`src/rtl/imem_pkg.sv`:
```
// Shared types and helpers for the instruction memory loader/sequencer.
// Parity storage is enabled by defining IMEM_PARITY_EN.
package imem_pkg;

   localparam int DEFAULT_DEPTH  = 64;
   localparam int DEFAULT_DATA_W = 32;
   localparam int MAX_DATA_W     = 64;

   typedef enum logic [1:0] {
      ST_IDLE,
      ST_LOAD,
      ST_RUN,
      ST_DONE
   } state_e;

   // Even parity: the returned bit makes the total count of ones even.
   function automatic logic even_parity(input logic [MAX_DATA_W-1:0] d);
      return ^d;
   endfunction

endpackage

```
`src/rtl/imem_ram.sv`:
```
// Instruction storage: synchronous write, asynchronous read, no reset.
// The word width includes the parity bit when IMEM_PARITY_EN is defined.
module imem_ram #(
   parameter int DEPTH  = 64,
   parameter int ADDR_W = 6,
   parameter int WIDTH  = 32
) (
   input  logic              clk,
   input  logic              we_i,
   input  logic [ADDR_W-1:0] waddr_i,
   input  logic [WIDTH-1:0]  wdata_i,
   input  logic [ADDR_W-1:0] raddr_i,
   output logic [WIDTH-1:0]  rdata_o
);

   logic [WIDTH-1:0] mem_q [DEPTH];

   always_ff @(posedge clk) begin
      if (we_i) begin
         mem_q[waddr_i] <= wdata_i;
      end
   end

   assign rdata_o = mem_q[raddr_i];

endmodule

```
`src/rtl/imem_dma_seq.sv`:
```
// Instruction memory with a host load port and a valid/ready issue stream.
// Optional IMEM_PARITY_EN adds per-word even parity, wr_par_flip and par_err.
//
// Issue handshake: a word moves when instr_valid && instr_ready at a rising
// edge; while instr_valid is high and instr_ready low, instr_data/instr_addr
// are held. Write port: a word is written when wr_valid && wr_ready.
module imem_dma_seq
   import imem_pkg::*;
#(
   parameter int DEPTH  = DEFAULT_DEPTH,
   parameter int ADDR_W = $clog2(DEPTH),
   parameter int DATA_W = DEFAULT_DATA_W
) (
   input  logic              clk,
   input  logic              rst,
   input  logic              load_req,
   output logic              load_ack,
   input  logic              wr_valid,
   output logic              wr_ready,
   input  logic [ADDR_W-1:0] wr_addr,
   input  logic [DATA_W-1:0] wr_data,
   input  logic              start,
   input  logic [ADDR_W:0]   prog_len,
   output logic              instr_valid,
   input  logic              instr_ready,
   output logic [DATA_W-1:0] instr_data,
   output logic [ADDR_W-1:0] instr_addr,
   output logic              busy,
   output logic              done,
   output logic              len_err,
`ifdef IMEM_PARITY_EN
   input  logic              wr_par_flip,
   output logic              par_err,
`endif
   output state_e            dbg_state_o
);

`ifdef IMEM_PARITY_EN
   localparam int MEM_W = DATA_W + 1;
`else
   localparam int MEM_W = DATA_W;
`endif

   localparam logic [ADDR_W:0] DEPTH_L = (ADDR_W+1)'(DEPTH);
   localparam logic [ADDR_W:0] ONE_L   = (ADDR_W+1)'(1);

   state_e            state_q;
   logic [ADDR_W:0]   len_q;
   logic [ADDR_W:0]   rd_ptr_q;
   logic              instr_valid_q;
   logic [DATA_W-1:0] instr_data_q;
   logic [ADDR_W-1:0] instr_addr_q;
   logic              load_ack_q;
   logic              wr_ready_q;
   logic              busy_q;
   logic              done_q;
   logic              len_err_q;

   logic              mem_we;
   logic [MEM_W-1:0]  mem_wdata;
   logic [MEM_W-1:0]  mem_rdata;
   logic              out_free;
   logic              words_left;
   logic              bad_len;
   logic              rd_par_bad;

   assign mem_we     = wr_valid && wr_ready_q;
   assign out_free   = !instr_valid_q || instr_ready;
   assign words_left = rd_ptr_q < len_q;
   assign bad_len    = (prog_len == '0) || (prog_len > DEPTH_L);

`ifdef IMEM_PARITY_EN
   logic par_err_q;
   assign mem_wdata  = {even_parity(MAX_DATA_W'(wr_data)) ^ wr_par_flip, wr_data};
   assign rd_par_bad = even_parity(MAX_DATA_W'(mem_rdata[DATA_W-1:0])) != mem_rdata[DATA_W];
   assign par_err    = par_err_q;
`else
   assign mem_wdata  = wr_data;
   assign rd_par_bad = 1'b0;
`endif

   imem_ram #(
      .DEPTH  (DEPTH),
      .ADDR_W (ADDR_W),
      .WIDTH  (MEM_W)
   ) u_ram (
      .clk     (clk),
      .we_i    (mem_we),
      .waddr_i (wr_addr),
      .wdata_i (mem_wdata),
      .raddr_i (rd_ptr_q[ADDR_W-1:0]),
      .rdata_o (mem_rdata)
   );

   always_ff @(posedge clk) begin
      if (!rst) begin
         state_q       <= ST_IDLE;
         len_q         <= '0;
         rd_ptr_q      <= '0;
         instr_valid_q <= 1'b0;
         instr_data_q  <= '0;
         instr_addr_q  <= '0;
         load_ack_q    <= 1'b0;
         wr_ready_q    <= 1'b0;
         busy_q        <= 1'b0;
         done_q        <= 1'b0;
         len_err_q     <= 1'b0;
`ifdef IMEM_PARITY_EN
         par_err_q     <= 1'b0;
`endif
      end else begin
         case (state_q)
            ST_IDLE: begin
               if (load_req) begin
                  state_q    <= ST_LOAD;
                  load_ack_q <= 1'b1;
                  wr_ready_q <= 1'b1;
               end else if (start) begin
                  if (bad_len) begin
                     len_err_q <= 1'b1;
                  end else begin
                     len_err_q <= 1'b0;
                     len_q     <= prog_len;
                     rd_ptr_q  <= '0;
                     busy_q    <= 1'b1;
                     state_q   <= ST_RUN;
`ifdef IMEM_PARITY_EN
                     par_err_q <= 1'b0;
`endif
                  end
               end
            end
            ST_LOAD: begin
               if (!load_req) begin
                  state_q    <= ST_IDLE;
                  load_ack_q <= 1'b0;
                  wr_ready_q <= 1'b0;
               end
            end
            ST_RUN: begin
               // Host takeover wins over issuing; no completion pulse on abort.
               if (load_req) begin
                  state_q       <= ST_LOAD;
                  instr_valid_q <= 1'b0;
                  busy_q        <= 1'b0;
                  load_ack_q    <= 1'b1;
                  wr_ready_q    <= 1'b1;
               end else if (out_free) begin
                  if (words_left) begin
                     instr_data_q  <= mem_rdata[DATA_W-1:0];
                     instr_addr_q  <= rd_ptr_q[ADDR_W-1:0];
                     instr_valid_q <= 1'b1;
                     rd_ptr_q      <= rd_ptr_q + ONE_L;
`ifdef IMEM_PARITY_EN
                     if (rd_par_bad) begin
                        par_err_q <= 1'b1;
                     end
`endif
                  end else begin
                     instr_valid_q <= 1'b0;
                     busy_q        <= 1'b0;
                     done_q        <= 1'b1;
                     state_q       <= ST_DONE;
                  end
               end
            end
            ST_DONE: begin
               done_q  <= 1'b0;
               state_q <= ST_IDLE;
            end
            default: begin
               state_q <= ST_IDLE;
            end
         endcase
      end
   end

   assign load_ack    = load_ack_q;
   assign wr_ready    = wr_ready_q;
   assign instr_valid = instr_valid_q;
   assign instr_data  = instr_data_q;
   assign instr_addr  = instr_addr_q;
   assign busy        = busy_q;
   assign done        = done_q;
   assign len_err     = len_err_q;
   assign dbg_state_o = state_q;

`ifndef IMEM_PARITY_EN
   logic unused_par;
   assign unused_par = rd_par_bad;
`endif

endmodule

```
`config.mk`:
```
export PLATFORM = sky130hd
export DESIGN_NAME = imem_dma_seq
export DESIGN_NICKNAME = d
export VERILOG_FILES = /design/src/rtl/imem_pkg.sv /design/src/rtl/imem_ram.sv /design/src/rtl/imem_dma_seq.sv
export SDC_FILE = /design/constraint.sdc
export NUM_CORES = 2
export LEC_CHECK = 0
export ABC_AREA = 1
export CAP_MARGIN = 15
export CORE_MARGIN = 4
export CORE_UTILIZATION = 35
export DETAILED_ROUTE_END_ITERATION = 12
export GPL_TIMING_DRIVEN = 0
export PLACE_DENSITY_LB_ADDON = 0.12
export SETUP_SLACK_MARGIN = 0.02
export SYNTH_ARGS = -nofsm -noshare
export SYNTH_HDL_FRONTEND = slang
export SYNTH_SLANG_ARGS = --single-unit
```
`constraint.sdc`:
```
create_clock -name clk -period 3.35 [get_ports clk]
set_clock_uncertainty 0.15 [all_clocks]
set_input_delay 0.5025 -clock clk [delete_from_list [all_inputs] [get_ports clk]]
set_output_delay 0.5025 -clock clk [all_outputs]
set_load 0.03 [all_outputs]
```
==> load_flow_metrics.sql <==
INSERT INTO impl_metrics (metric_group, metric, value, unit) VALUES
('run_status', 'outcome', 'finished with violations', ''),
('run_status', 'failed_checks', 'setup timing', ''),
('timing', 'finalCriticalPeriod', '3.45', 'ns'),
('clock_tree', 'cts.sinks', '2107', ''),
('floorplan', 'dieHeight', '513', 'um'),
('setup_path', 'timing.critical_path.from_type', 'flip-flop', ''),
('global_route', 'layer_with_the_highest_usage_after_global_routing', 'met2', ''),
('yosys', 'netlist_instances', '8603', ''),
('floorplan', 'top_level_ports', '97', ''),
('yosys', 'synth-seq-area-share', '70.1', '%'),
('clock_tree', 'cts-htree-levels', '4', ''),
('timing', 'setup-violations-final', '9', ''),
('detailed_routing', 'vias_per_cell', '5.10', ''),
('global_route', 'globalRouteTotalUtil', '26.4', '%'),
('placement', 'port-buffer-count', '95', ''),
('layout', 'nets', '9131', ''),
('setup_path', 'criticalPathCategory', 'flip-flop to flip-flop', ''),
('detailed_routing', 'route.final.wire_length', '356', 'mm'),
('floorplan', 'design.core.area', '254000', 'um2'),
('global_route', 'groute.layer.met2.usage', '41.7', '%'),
('detailed_routing', 'drc', '0', ''),
('yosys', 'synthesized_nets', '8661', ''),
('worst_hold_path', 'hp-class', 'input port to flip-flop', ''),
('yosys', 'per_instance_average_area_after_synthesis', '10.4', 'um2'),
('clock_tree', 'max-clock-path-buffers', '3', ''),
('yosys', 'synthFlopType', 'sky130_fd_sc_hd__edfxtp_1', ''),
('timing', 'final_max_slew_viols', '0', ''),
('clock_tree', 'cts-root-buf', 'sky130_fd_sc_hd__clkbuf_16', ''),
('floorplan', 'initial_core_util', '35.2', '%'),
('global_route', 'grt_met1_use', '35.4', '%'),
('setup_path', 'crit_path_max_fanout', '10', ''),
('floorplan', 'dieArea', '264000', 'um2'),
('clock_tree', 'cts_tree', 'done', ''),
('global_route', 'grt_max_degree', '65', ''),
('flow_run', 'max_cap_viol_count', '0', ''),
('layout', 'layout-drive-gt1-share', '9.89', '%'),
('detailed_routing', 'number_of_drc_markers_after_the_initial_detailed_route_iteration', '8115', ''),
('yosys', 'ys_async_sr_fraction', '0', '%'),
('layout', 'fillers', '24531', ''),
('timing', 'worst_slack', '-0.0987', 'ns'),
('layout', 'area_growth', '18.5', '%'),
('timing', 'post-route-period-util', '103', '%'),
('placement', 'post-place-ws', '-1.31', 'ns'),
('detailed_routing', 'routed_length_per_instance', '28.1', 'um'),
('clock_tree', 'clock_slew_at_the_register_clock_pins_of_the_worst_setup_and_hold_paths', '0.06', 'ns'),
('detailed_routing', 'drt_pre_antenna_iters', '6', ''),
('timing', 'finalHoldViolations', '0', ''),
('yosys', 'synth_edf_count', '2048', ''),
('layout', 'post-route-util', '41.7', '%'),
('yosys', 'synth_common_cells', 'sky130_fd_sc_hd__nand2_1, sky130_fd_sc_hd__edfxtp_1, sky130_fd_sc_hd__inv_1, sky130_fd_sc_hd__nand3_1, sky130_fd_sc_hd__nor2_1', ''),
('setup_path', 'cp-end-kind', 'flip-flop', ''),
('power', 'power.static_leakage', '42.1', 'nW'),
('timing', 'max-slew-margin-rel', '17.2', '%'),
('global_route', 'grt_pass1_vias', '60180', ''),
('yosys', 'synth.lib_cells_used.distinct', '29', ''),
('global_route', 'initial_antenna_violation_count', '41', ''),
('timing', 'grt_setup_unrepaired', 'true', ''),
('global_route', 'overflow_left_after_global_routing', '0', ''),
('detailed_routing', 'vias', '64494', ''),
('global_route', 'use_met3', '4.63', '%'),
('timing', 'tightestPinTransition', '1.24', 'ns'),
('yosys', 'synthMostInstantiatedCell', 'sky130_fd_sc_hd__nand2_1', ''),
('yosys', 'synth_warnings', '0', ''),
('setup_path', 'arrival', '4.11', 'ns'),
('power', 'power_per_cell_area', '541', 'nW/um2'),
('timing', 'setup_tns', '-0.292', 'ns'),
('setup_path', 'crit_required', '4.01', 'ns'),
('placement', 'global_placement_routability_congestion', '0.983', ''),
('placement', 'post_dp_hpwl', '253', 'mm'),
('detailed_routing', 'antenna_left', '0', ''),
('yosys', 'ranking_of_synthesized_cells_by_area', 'sky130_fd_sc_hd__edfxtp_1, sky130_fd_sc_hd__nand2_1, sky130_fd_sc_hd__nand3_1, sky130_fd_sc_hd__inv_1, sky130_fd_sc_hd__nor2_1', ''),
('clock_tree', 'clk-insertion-delay-late', '0.90', 'ns'),
('yosys', 'synth.ff_latch_count', '2107', ''),
('yosys', 'syn-cell-area', '89400', 'um2'),
('floorplan', 'fp-row-count', '185', ''),
('global_route', 'grt_pass1_wl', '484', 'mm'),
('power', 'vdd.ir_drop.worst', '0.584', 'mV'),
('timing', 'max_freq', '0.290', 'GHz'),
('floorplan', 'die-width', '513', 'um'),
('clock_tree', 'cts_buffers', '231', ''),
('yosys', 'synth_top_area_share', '68.8', '%'),
('yosys', 'most_area_hungry_cell_type_in_the_yosys_netlist', 'sky130_fd_sc_hd__edfxtp_1', '');
-- cells by family after synthesis --
logic type,count (synthesis),synth area share [%]
XOR/XNOR,4,0.0392
flip-flops,2107,70.1
adder cells (fa/ha/maj),7,0.0980
AND/OR/NAND/NOR,4645,20.9
buffers and inverters,1496,6.89
AO/OA/AOI/OAI,344,1.97
-- layout by cell type, fill, tap and decap left out, types with 15 or more instances in the layout --
master                            Yosys  routed
sky130_fd_sc_hd__a21oi_1             62      62
sky130_fd_sc_hd__buf_1               55      29
sky130_fd_sc_hd__buf_12               0      65
sky130_fd_sc_hd__buf_16               0      40
sky130_fd_sc_hd__buf_2              110     109
sky130_fd_sc_hd__buf_4               25      66
sky130_fd_sc_hd__buf_6               39      38
sky130_fd_sc_hd__buf_8                1      16
sky130_fd_sc_hd__bufinv_16            0      17
sky130_fd_sc_hd__clkbuf_1           211     186
sky130_fd_sc_hd__clkbuf_16            0     233
sky130_fd_sc_hd__clkbuf_2             0      79
sky130_fd_sc_hd__clkbuf_8             0      16
sky130_fd_sc_hd__clkdlybuf4s50_1      0      63
sky130_fd_sc_hd__clkinv_1             4      52
sky130_fd_sc_hd__clkinv_2             0      41
sky130_fd_sc_hd__dfxtp_1             59      56
sky130_fd_sc_hd__dlygate4sd3_1        0      29
sky130_fd_sc_hd__edfxtp_1          2048    2048
sky130_fd_sc_hd__inv_1             1045    1045
sky130_fd_sc_hd__nand2_1           2920    2915
sky130_fd_sc_hd__nand3_1            943     924
sky130_fd_sc_hd__nand3_2              0      19
sky130_fd_sc_hd__nand4_1             15      15
sky130_fd_sc_hd__nor2_1             763     637
sky130_fd_sc_hd__nor2_2               0      33
sky130_fd_sc_hd__nor2_4               0      93
sky130_fd_sc_hd__o21ai_0            255     254
-- state kept, by name, summed over array words and instances (netlist names) --
name and count:
u_ram.mem_q 2048, instr_data 32, len_q 7, rd_ptr_q 7, instr_addr 6, dbg_state_o 2, busy 1, done 1
instr_valid 1, len_err 1, wr_ready 1
-- critical path, cell delays in order, from the launching register on --
cell and delay [ns]:
sky130_fd_sc_hd__dfxtp_2 0.52, sky130_fd_sc_hd__buf_4 0.40, sky130_fd_sc_hd__buf_6 0.37, sky130_fd_sc_hd__clkbuf_4 0.40
sky130_fd_sc_hd__nand3_1 0.15, sky130_fd_sc_hd__nand3_1 0.16, sky130_fd_sc_hd__nand3_1 0.24, sky130_fd_sc_hd__nand2_1 0.25
sky130_fd_sc_hd__nand2_1 0.10, sky130_fd_sc_hd__nor2_2 0.35, sky130_fd_sc_hd__nor2_4 0.13, sky130_fd_sc_hd__nor2_1 0.11
-- layout make-up --
type	instances	area [um2]	area share, %
Antenna cell	11	27.5	0.0260
Buffer	441	2490	2.36
Tap cell	3366	4210	3.98
Clock buffer	308	6260	5.91
Multi-Input combinational cell	5000	21400	20.2
Clock inverter	124	1130	1.07
Timing Repair Buffer	237	3670	3.46
Inverter	1055	3970	3.75
Sequential cell	2107	62700	59.2
-- repair_timing --
action	CTS	global route
hold endpoints to repair	470	0
hold buffers	29	0
pin swaps	5	2
endpoints found under the setup margin	1070	32
setup buffers	0	0
resized for setup	216	116
-- metrics by stage --
stage	instance area [um2]	hold WS, ns	total power [mW]	instances
finish	106000	0.0420	57.3	12649
detailed placement	97500	0.310	32.5	12177
floorplan	89400	0.285	30.7	8603
CTS	106000	0.000165	57.6	12638
global placement	94500	0.303	32.4	12064
global route	106000	0.0360	58.8	12641
-- routing by layer --
layer	wire, um	up-vias
li1	-	29070
met1	145000	31838
met2	161000	2960
met3	29400	616
met4	19900	10
met5	50	-
-- worst paths after layout --
check,start,endpoint,slack [ns],depth (start not counted)
hold / removal,rst,len_err$_SDFFE_PN0P_,0.04,3
setup reg to reg,rd_ptr_q[1]$_SDFFE_PN0P_,instr_data[13]$_SDFFE_PN0P_,-0.1,11
setup / recovery,rd_ptr_q[1]$_SDFFE_PN0P_,instr_data[13]$_SDFFE_PN0P_,-0.1,11
hold reg to reg,len_q[0]$_SDFFE_PN0P_,len_q[0]$_SDFFE_PN0P_,0.32,2
-- power breakdown --
part	switching [mW]	total, mW	internal, mW
Sequential	0.0561	29.0	29.0
Clock	10.9	25.3	14.4
Combinational	2.30	3.02	0.722
Total	13.2	57.3	44.1
Power figures use the tool's default switching activity.
